==> config.mk <==
export PLATFORM = sky130hd
export DESIGN_NAME = microwave_ctrl
export DESIGN_NICKNAME = d
export VERILOG_FILES = /design/src/rtl/microwave_ctrl.sv
export SDC_FILE = /design/constraint.sdc
export NUM_CORES = 1
export LEC_CHECK = 0
export ABC_AREA = 1
export BUFFER_PORTS_ARGS = -buffer_cell sky130_fd_sc_hd__clkbuf_2
export CORE_AREA = 4 4 41 43
export CTS_BUF_LIST = sky130_fd_sc_hd__clkbuf_8
export DETAILED_ROUTE_END_ITERATION = 10
export DIE_AREA = 0 0 45 47
export PLACE_DENSITY = 0.73
export SLEW_MARGIN = 5
export SYNTH_ARGS = -nofsm -noshare
export SYNTH_HDL_FRONTEND = slang
export SYNTH_SLANG_ARGS = --single-unit
==> constraint.sdc <==
create_clock -name clk -period 1.1 [get_ports clk]
set_clock_uncertainty 0.15 [all_clocks]
set_input_delay 0.055 -clock clk [delete_from_list [all_inputs] [get_ports clk]]
set_output_delay 0.055 -clock clk [all_outputs]
set_load 0.03 [all_outputs]
==> src/rtl/microwave_ctrl.sv <==
// ============================================================================
// Module   : microwave_ctrl
// Brief    : Cook-cycle controller driving a countdown digit chain, magnetron
//            and buzzer. Optional lamp output enabled by MICROWAVE_LAMP_EN.
// Revision : 1.0 - initial release
// ============================================================================
`default_nettype none

module microwave_ctrl #(
    parameter int TICK_DIV    = 4,
    parameter int BEEP_CYCLES = 3
) (
    input  logic       clk,
    input  logic       clrn,
    input  logic       start,
    input  logic       stop,
    input  logic       door_closed,
    input  logic       load_req,
    input  logic       timer_zero,
    output logic       timer_en,
    output logic       timer_clr,
    output logic       timer_loadn,
    output logic       mag_on,
    output logic       beep,
`ifdef MICROWAVE_LAMP_EN
    output logic       lamp,
`endif
    output logic [1:0] state
);

    localparam int TW = $clog2(TICK_DIV);
    localparam int BW = $clog2(BEEP_CYCLES + 1);
    localparam logic [TW-1:0] c_TICK_LAST = TW'(TICK_DIV - 1);
    localparam logic [BW-1:0] c_BEEP_LAST = BW'(BEEP_CYCLES - 1);

    typedef enum logic [1:0] {
        S_IDLE  = 2'd0,
        S_COOK  = 2'd1,
        S_PAUSE = 2'd2,
        S_DONE  = 2'd3
    } state_t;

    state_t        r_state;
    state_t        w_state_nxt;
    logic [TW-1:0] r_tick;
    logic [TW-1:0] w_tick_nxt;
    logic [BW-1:0] r_beep_cnt;
    logic [BW-1:0] w_beep_nxt;
    logic          w_en_nxt;
    logic          w_clr_nxt;
    logic          w_loadn_nxt;

    always_comb begin
        w_state_nxt = r_state;
        w_tick_nxt  = r_tick;
        w_beep_nxt  = r_beep_cnt;
        w_en_nxt    = 1'b0;
        w_clr_nxt   = 1'b0;
        w_loadn_nxt = 1'b1;
        case (r_state)
            S_IDLE: begin
                w_loadn_nxt = ~load_req;
                if (start && door_closed && !timer_zero && !stop) begin
                    w_state_nxt = S_COOK;
                    w_tick_nxt  = '0;
                end
            end
            S_COOK: begin
                // The tick counter advances even on the exit edge, so a wrap
                // there still produces its decrement pulse.
                w_en_nxt   = (r_tick == c_TICK_LAST);
                w_tick_nxt = (r_tick == c_TICK_LAST) ? '0 : r_tick + TW'(1);
                if (timer_zero) begin
                    w_state_nxt = S_DONE;
                    w_beep_nxt  = '0;
                end else if (!door_closed || stop) begin
                    w_state_nxt = S_PAUSE;
                end
            end
            S_PAUSE: begin
                if (stop) begin
                    w_state_nxt = S_IDLE;
                    w_clr_nxt   = 1'b1;
                    w_tick_nxt  = '0;
                end else if (start && door_closed) begin
                    w_state_nxt = S_COOK;
                end
            end
            S_DONE: begin
                if (stop || !door_closed || (r_beep_cnt == c_BEEP_LAST)) begin
                    w_state_nxt = S_IDLE;
                end else begin
                    w_beep_nxt = r_beep_cnt + BW'(1);
                end
            end
            default: w_state_nxt = S_IDLE;
        endcase
    end

    // Outputs decode the next state so they line up with the state output.
    always_ff @(posedge clk) begin
        if (clrn) begin
            r_state     <= S_IDLE;
            r_tick      <= '0;
            r_beep_cnt  <= '0;
            timer_en    <= 1'b0;
            timer_clr   <= 1'b0;
            timer_loadn <= 1'b1;
            mag_on      <= 1'b0;
            beep        <= 1'b0;
        end else begin
            r_state     <= w_state_nxt;
            r_tick      <= w_tick_nxt;
            r_beep_cnt  <= w_beep_nxt;
            timer_en    <= w_en_nxt;
            timer_clr   <= w_clr_nxt;
            timer_loadn <= w_loadn_nxt;
            mag_on      <= (w_state_nxt == S_COOK);
            beep        <= (w_state_nxt == S_DONE);
        end
    end

`ifdef MICROWAVE_LAMP_EN
    always_ff @(posedge clk) begin
        if (clrn) begin
            lamp <= 1'b0;
        end else begin
            lamp <= !door_closed || (w_state_nxt == S_COOK) || (w_state_nxt == S_PAUSE);
        end
    end
`endif

    assign state = r_state;

endmodule

`default_nettype wire
Word level (Yosys, flattened, before mapping)
Cells that the tools add are included.
Word-level totals
  bits in registers: 11
  output and inout port bits: 7
  logic and storage cells: 56
Operators by class
  $add $sub $neg: 2
  equality and inequality tests: 11
  multiplexer cells: 15
  bitwise operators: 4
  reductions and logical operators: 16
Operators by type and width (count)
  2-bit 2-to-1 mux: 11
  2-bit == test, second input constant: 5
  2-bit inequality test, second input constant: 4
  2-bit case mux with 4 select lines: 1
  2-bit case mux with 3 select lines: 1
  3-bit AND reduction: 2
  2-bit OR reduction: 3
  2-bit by 1-bit adder with 2-bit output, second input constant: 2
  2-bit by 1-bit == test with 1-bit output, second input constant: 2
  1-bit inverter: 4
  2-bit case mux with 2 select lines: 1
  1-bit logical AND: 3
  1-bit logical NOT: 3
  3-bit nonzero test: 1
  2-bit logical NOT: 1
  1-bit logical OR: 2
  2-bit nonzero test: 1
  1-bit 2-to-1 mux: 1

Depth between registers and ports, before layout
  word-level depth: 6
  depth in mapped cells: 9

Least setup slack after synthesis
No wires, ideal clock.
  kind: register to register
  from: reg r_state[1], in the netlist state[1]
  to: reg r_beep_cnt[1]
  library setup time: 0.116 ns
  arrival time: 1.133 ns
  data required time: 0.834 ns
  setup slack: -0.299 ns
  cell stages (with the launch flop): 8
  cells stage by stage: dfxtp_1 -> nand2_1 -> nor2_1 -> nand2_1 -> nand2_2 -> inv_2 -> nor2_1 -> nor2_1
Between the ends
  longest elaborated chain between the ends: 3
RTL lines
  start: declaration: line 43  | state_t r_state;
  start signal: assignment: line 112  | r_state <= w_state_nxt;
  2-bit == test or 2-bit by 1-bit == test with 1-bit output (tied branches): line 60  | case (r_state)
  2-bit inequality test (no line) or 2-bit nonzero test (tied branches)
  3-bit AND reduction (no line)
  end signal: assignment: line 114  | r_beep_cnt <= w_beep_nxt;
  end: declaration: line 47  | logic [BW-1:0] r_beep_cnt;
Several ways; a longest one is shown, not always the timed one.
A chain may end at the register's enable or synchronous reset.

Worst setup path in the final report
  from: reg r_beep_cnt[0]
  to: reg r_beep_cnt[1]
Between the ends
  longest elaborated chain between the ends: 4
RTL lines
  parallel branches: the longest is 4 deep, another holds 2-bit by 1-bit adder with 2-bit output
Several ways; the timed one is not identified. The select of a mux whose other input is x is not followed.

==> flow_summary_export.csv <==
group,metric,value,unit
status,status,"finished with violations",
status,violations,"setup timing",
critical_path,crit_family,"simple AND/OR/NAND/NOR gates",
pwr,pwr_density_cell,1490,nW/um2
place,numPortBuffers,13,
finish,final_area,733,um2
pwr,netSwitchingFraction,0.291,
critical_path,cp.required,1.07,ns
logic_synthesis,yosys.area.top_type,"dfxtp_1",
logic_synthesis,postSynth.asyncResetShare,0,
global_routing,grt_use_met2,0.203,
place,dp_hpwl,787,um
min_path,hold_path.class,"primary input to flop",
pwr,p_int,0.772,mW
critical_path,cp_num_buf_inv,2,
clock_tree,cts_tree,"yes",
logic_synthesis,netlist_instances,72,
place,placed_area,641,um2
timing,slew_violations,0,
die,core_area,1300,um2
die,dieArea,2120,um2
logic_synthesis,synth_area_per_cell,6.92,um2
critical_path,crit_path_cell_trace,"inv_2 > ha_4 > nor2_4 > nand2_2 > nand2_2 > inv_2 > nor2_2 > nor2_1",
pwr,switchingPower,0.317,mW
pwr,power_frac_comb,0.222,
die,start_util,0.383,
pwr,vdd_drop_max,0.839,mV
timing,setup_ws,-0.110,ns
timing,post-route-period-util,1.10,
clock_tree,cts_setup_buffers,0,
run,maxCapViolCount,0,
timing,slew_headroom,0.830,
pwr,p_clk_frac,0.357,
timing,fin_crit,1.21,ns
drt,ant_nets,0,
die,num_rows,13,
global_routing,grtUsageMet1,0.148,
clock_tree,cts_root_buf,"clkbuf_8",
clock_tree,clk_path_buf_depth,2,
logic_synthesis,synth_commonest_cells,"nand2_1, nor2_1, dfxtp_1, inv_1, o21ai_0",
clock_tree,htree_levels,1,
global_routing,met3_usage,0.0383,
logic_synthesis,synthFlopType,"dfxtp_1",
pwr,seqPwrFrac,0.420,
drt,vias,517,
clock_tree,worstSkewPairLatency,0.23,ns
timing,worstMarginPinSlew,0.254,ns
critical_path,critPathLaunchType,"flop",
global_routing,top_usage_layer,"met2",
drt,drt_iter0_markers,6,
drt,route.detailed.drc,0,
finish,drive_gt1_frac,0.392,
critical_path,critPathMaxFanout,4,
drt,vias_per_cell,4.62,
logic_synthesis,ys_types,13,
critical_path,crit_type,"flop to flop",
global_routing,grt_pass1_vias,465,
logic_synthesis,yosysWarnings,0,
global_routing,antenna_found_initial,0,
clock_tree,clk_pin_slew,0.05,ns
logic_synthesis,synth_top_area_share,0.442,
place,place_inst,106,
place,gp_congestion,0.812,
die,die_w,45,um
global_routing,overflow,0,
global_routing,grt_usage,0.121,
clock_tree,clock_sinks,11,
pwr,p_leak,0.390,nW
logic_synthesis,yosys-top-cells-area,"dfxtp_1, nand2_1, nor2_1, inv_1, ha_1",
critical_path,endpoint_kind,"flop",
logic_synthesis,synth_seq_cells,11,
critical_path,slowest_stage,"dfxtp_2",
logic_synthesis,synth_edf_count,0,
timing,rsz0062_at_grt,"true",
drt,dr.pass1.iters,4,
logic_synthesis,syn_area,498,um2
die,io_pins,14,
die,die_h,47,um
drt,routedWlPerCell,10.0,um
finish,nNetsFinal,107,
finish,area_delta_synth_final,47.2,%
drt,wl,1120,um
timing,max_freq,827,MHz
critical_path,slowest_delay,0.33,ns
logic_synthesis,yosysSeqAreaShare,0.442,
finish,fin_cells,112,
timing,setup_viol,8,
global_routing,grt_max_degree,8,
global_routing,grt_first_pass_wirelength,1840,um
timing,hold_violations,0,
logic_synthesis,synth_most_common_cell,"nand2_1",
clock_tree,numCtsBuffers,3,
logic_synthesis,synth_fp_nets,81,
finish,n_antenna_cell,0,
critical_path,critPathArrivalTime,1.18,ns
registers in the layout, indices dropped and copies added, names as in the netlist:
signal,cells
timer_en,1
beep,1
state,2
timer_clr,1
r_beep_cnt,2
mag_on,1
r_tick,2
timer_loadn,1
layout make-up:
class	instances	area, um2
multi-input combinational	49	264
tap	15	18.8
fill	132	568
inverter	12	45.0
sequential	11	230
timing repair buffer	21	130
clock inverter	1	3.75
clock buffer	3	41.3
kinds of logic after synthesis:
kind of cell,synth area share
fa+ha+maj,0.0502
buf+inv,0.0904
simple gates,0.347
flops,0.442
compound gates,0.0703
per-layer routing:
layer / wire [um] / vias up
met5: 0 / -
met4: 4 / 0
met3: 51 / 2
met2: 572 / 8
met1: 492 / 236
li1: - / 271
cell usage in the layout (no fill, tap or decap):
cell type	n
clkbuf_8	3
nor4_1	1
o21ai_0	2
nor2_2	1
nand2_1	18
nor2_1	11
nand2_2	3
clkbuf_2	13
nand3_1	3
inv_1	10
buf_4	6
dfxtp_4	2
a21oi_1	3
o21ai_1	1
o21ai_2	1
nand3_2	1
dfxtp_2	2
dlygate4sd3_1	2
ha_4	1
ha_1	1
inv_2	3
dfxtp_1	7
nor2_4	2
final timing paths:
check                                  start                    endpoint  slack, ns  cells past startpoint
setup / recovery  r_beep_cnt[0]$_SDFFE_PP0P_  r_beep_cnt[1]$_SDFFE_PP0P_      -0.11                      8
hold / removal                          stop        timer_clr$_SDFF_PP0_       0.03                      4
setup reg to reg  r_beep_cnt[0]$_SDFFE_PP0P_  r_beep_cnt[1]$_SDFFE_PP0P_      -0.11                      8
hold reg to reg       r_tick[1]$_SDFFE_PP0P_      r_tick[1]$_SDFFE_PP0P_       0.32                      2
worst register-to-register path, stage by stage (launching register included):
cell and delay [ns]:
dfxtp_2 0.33, inv_2 0.04, ha_4 0.15, nor2_4 0.08, nand2_2 0.07, nand2_2 0.10
inv_2 0.06, nor2_2 0.07, nor2_1 0.04
metrics by stage:
step	power (mW)	setup slack, ns	hold slack [ns]	utilization	TNS, ns
after floorplan	0.600	-0.0780	-0.0259	-	-0.215
after global placement	0.679	-0.0910	0.0831	0.492	-0.343
after detailed placement	0.685	-0.131	0.0824	0.492	-0.573
after CTS	1.09	-0.117	0.0222	0.545	-0.571
after global routing	1.15	-0.188	0.0612	0.563	-1.29
final	1.09	-0.110	0.0252	0.563	-0.620
what timing repair did:
action / in CTS / in global routing
hold buffers: 2 / 0
gates resized for setup: 1 / 7
endpoints found under the hold margin: 6 / 0
setup endpoints to repair: 8 / 10
pin swaps: 3 / 8
power groups by stage:
stage | registers [mW] | logic [mW] | clock network (mW)
6_report | 0.458 | 0.242 | 0.389
5_1_grt | 0.462 | 0.269 | 0.418
4_1_cts | 0.456 | 0.232 | 0.398
3_5_place_dp | 0.464 | 0.221 | 0
3_3_place_gp | 0.464 | 0.215 | 0
2_1_floorplan | 0.498 | 0.102 | 0
No activity file was read; power rests on OpenSTA's default activity.
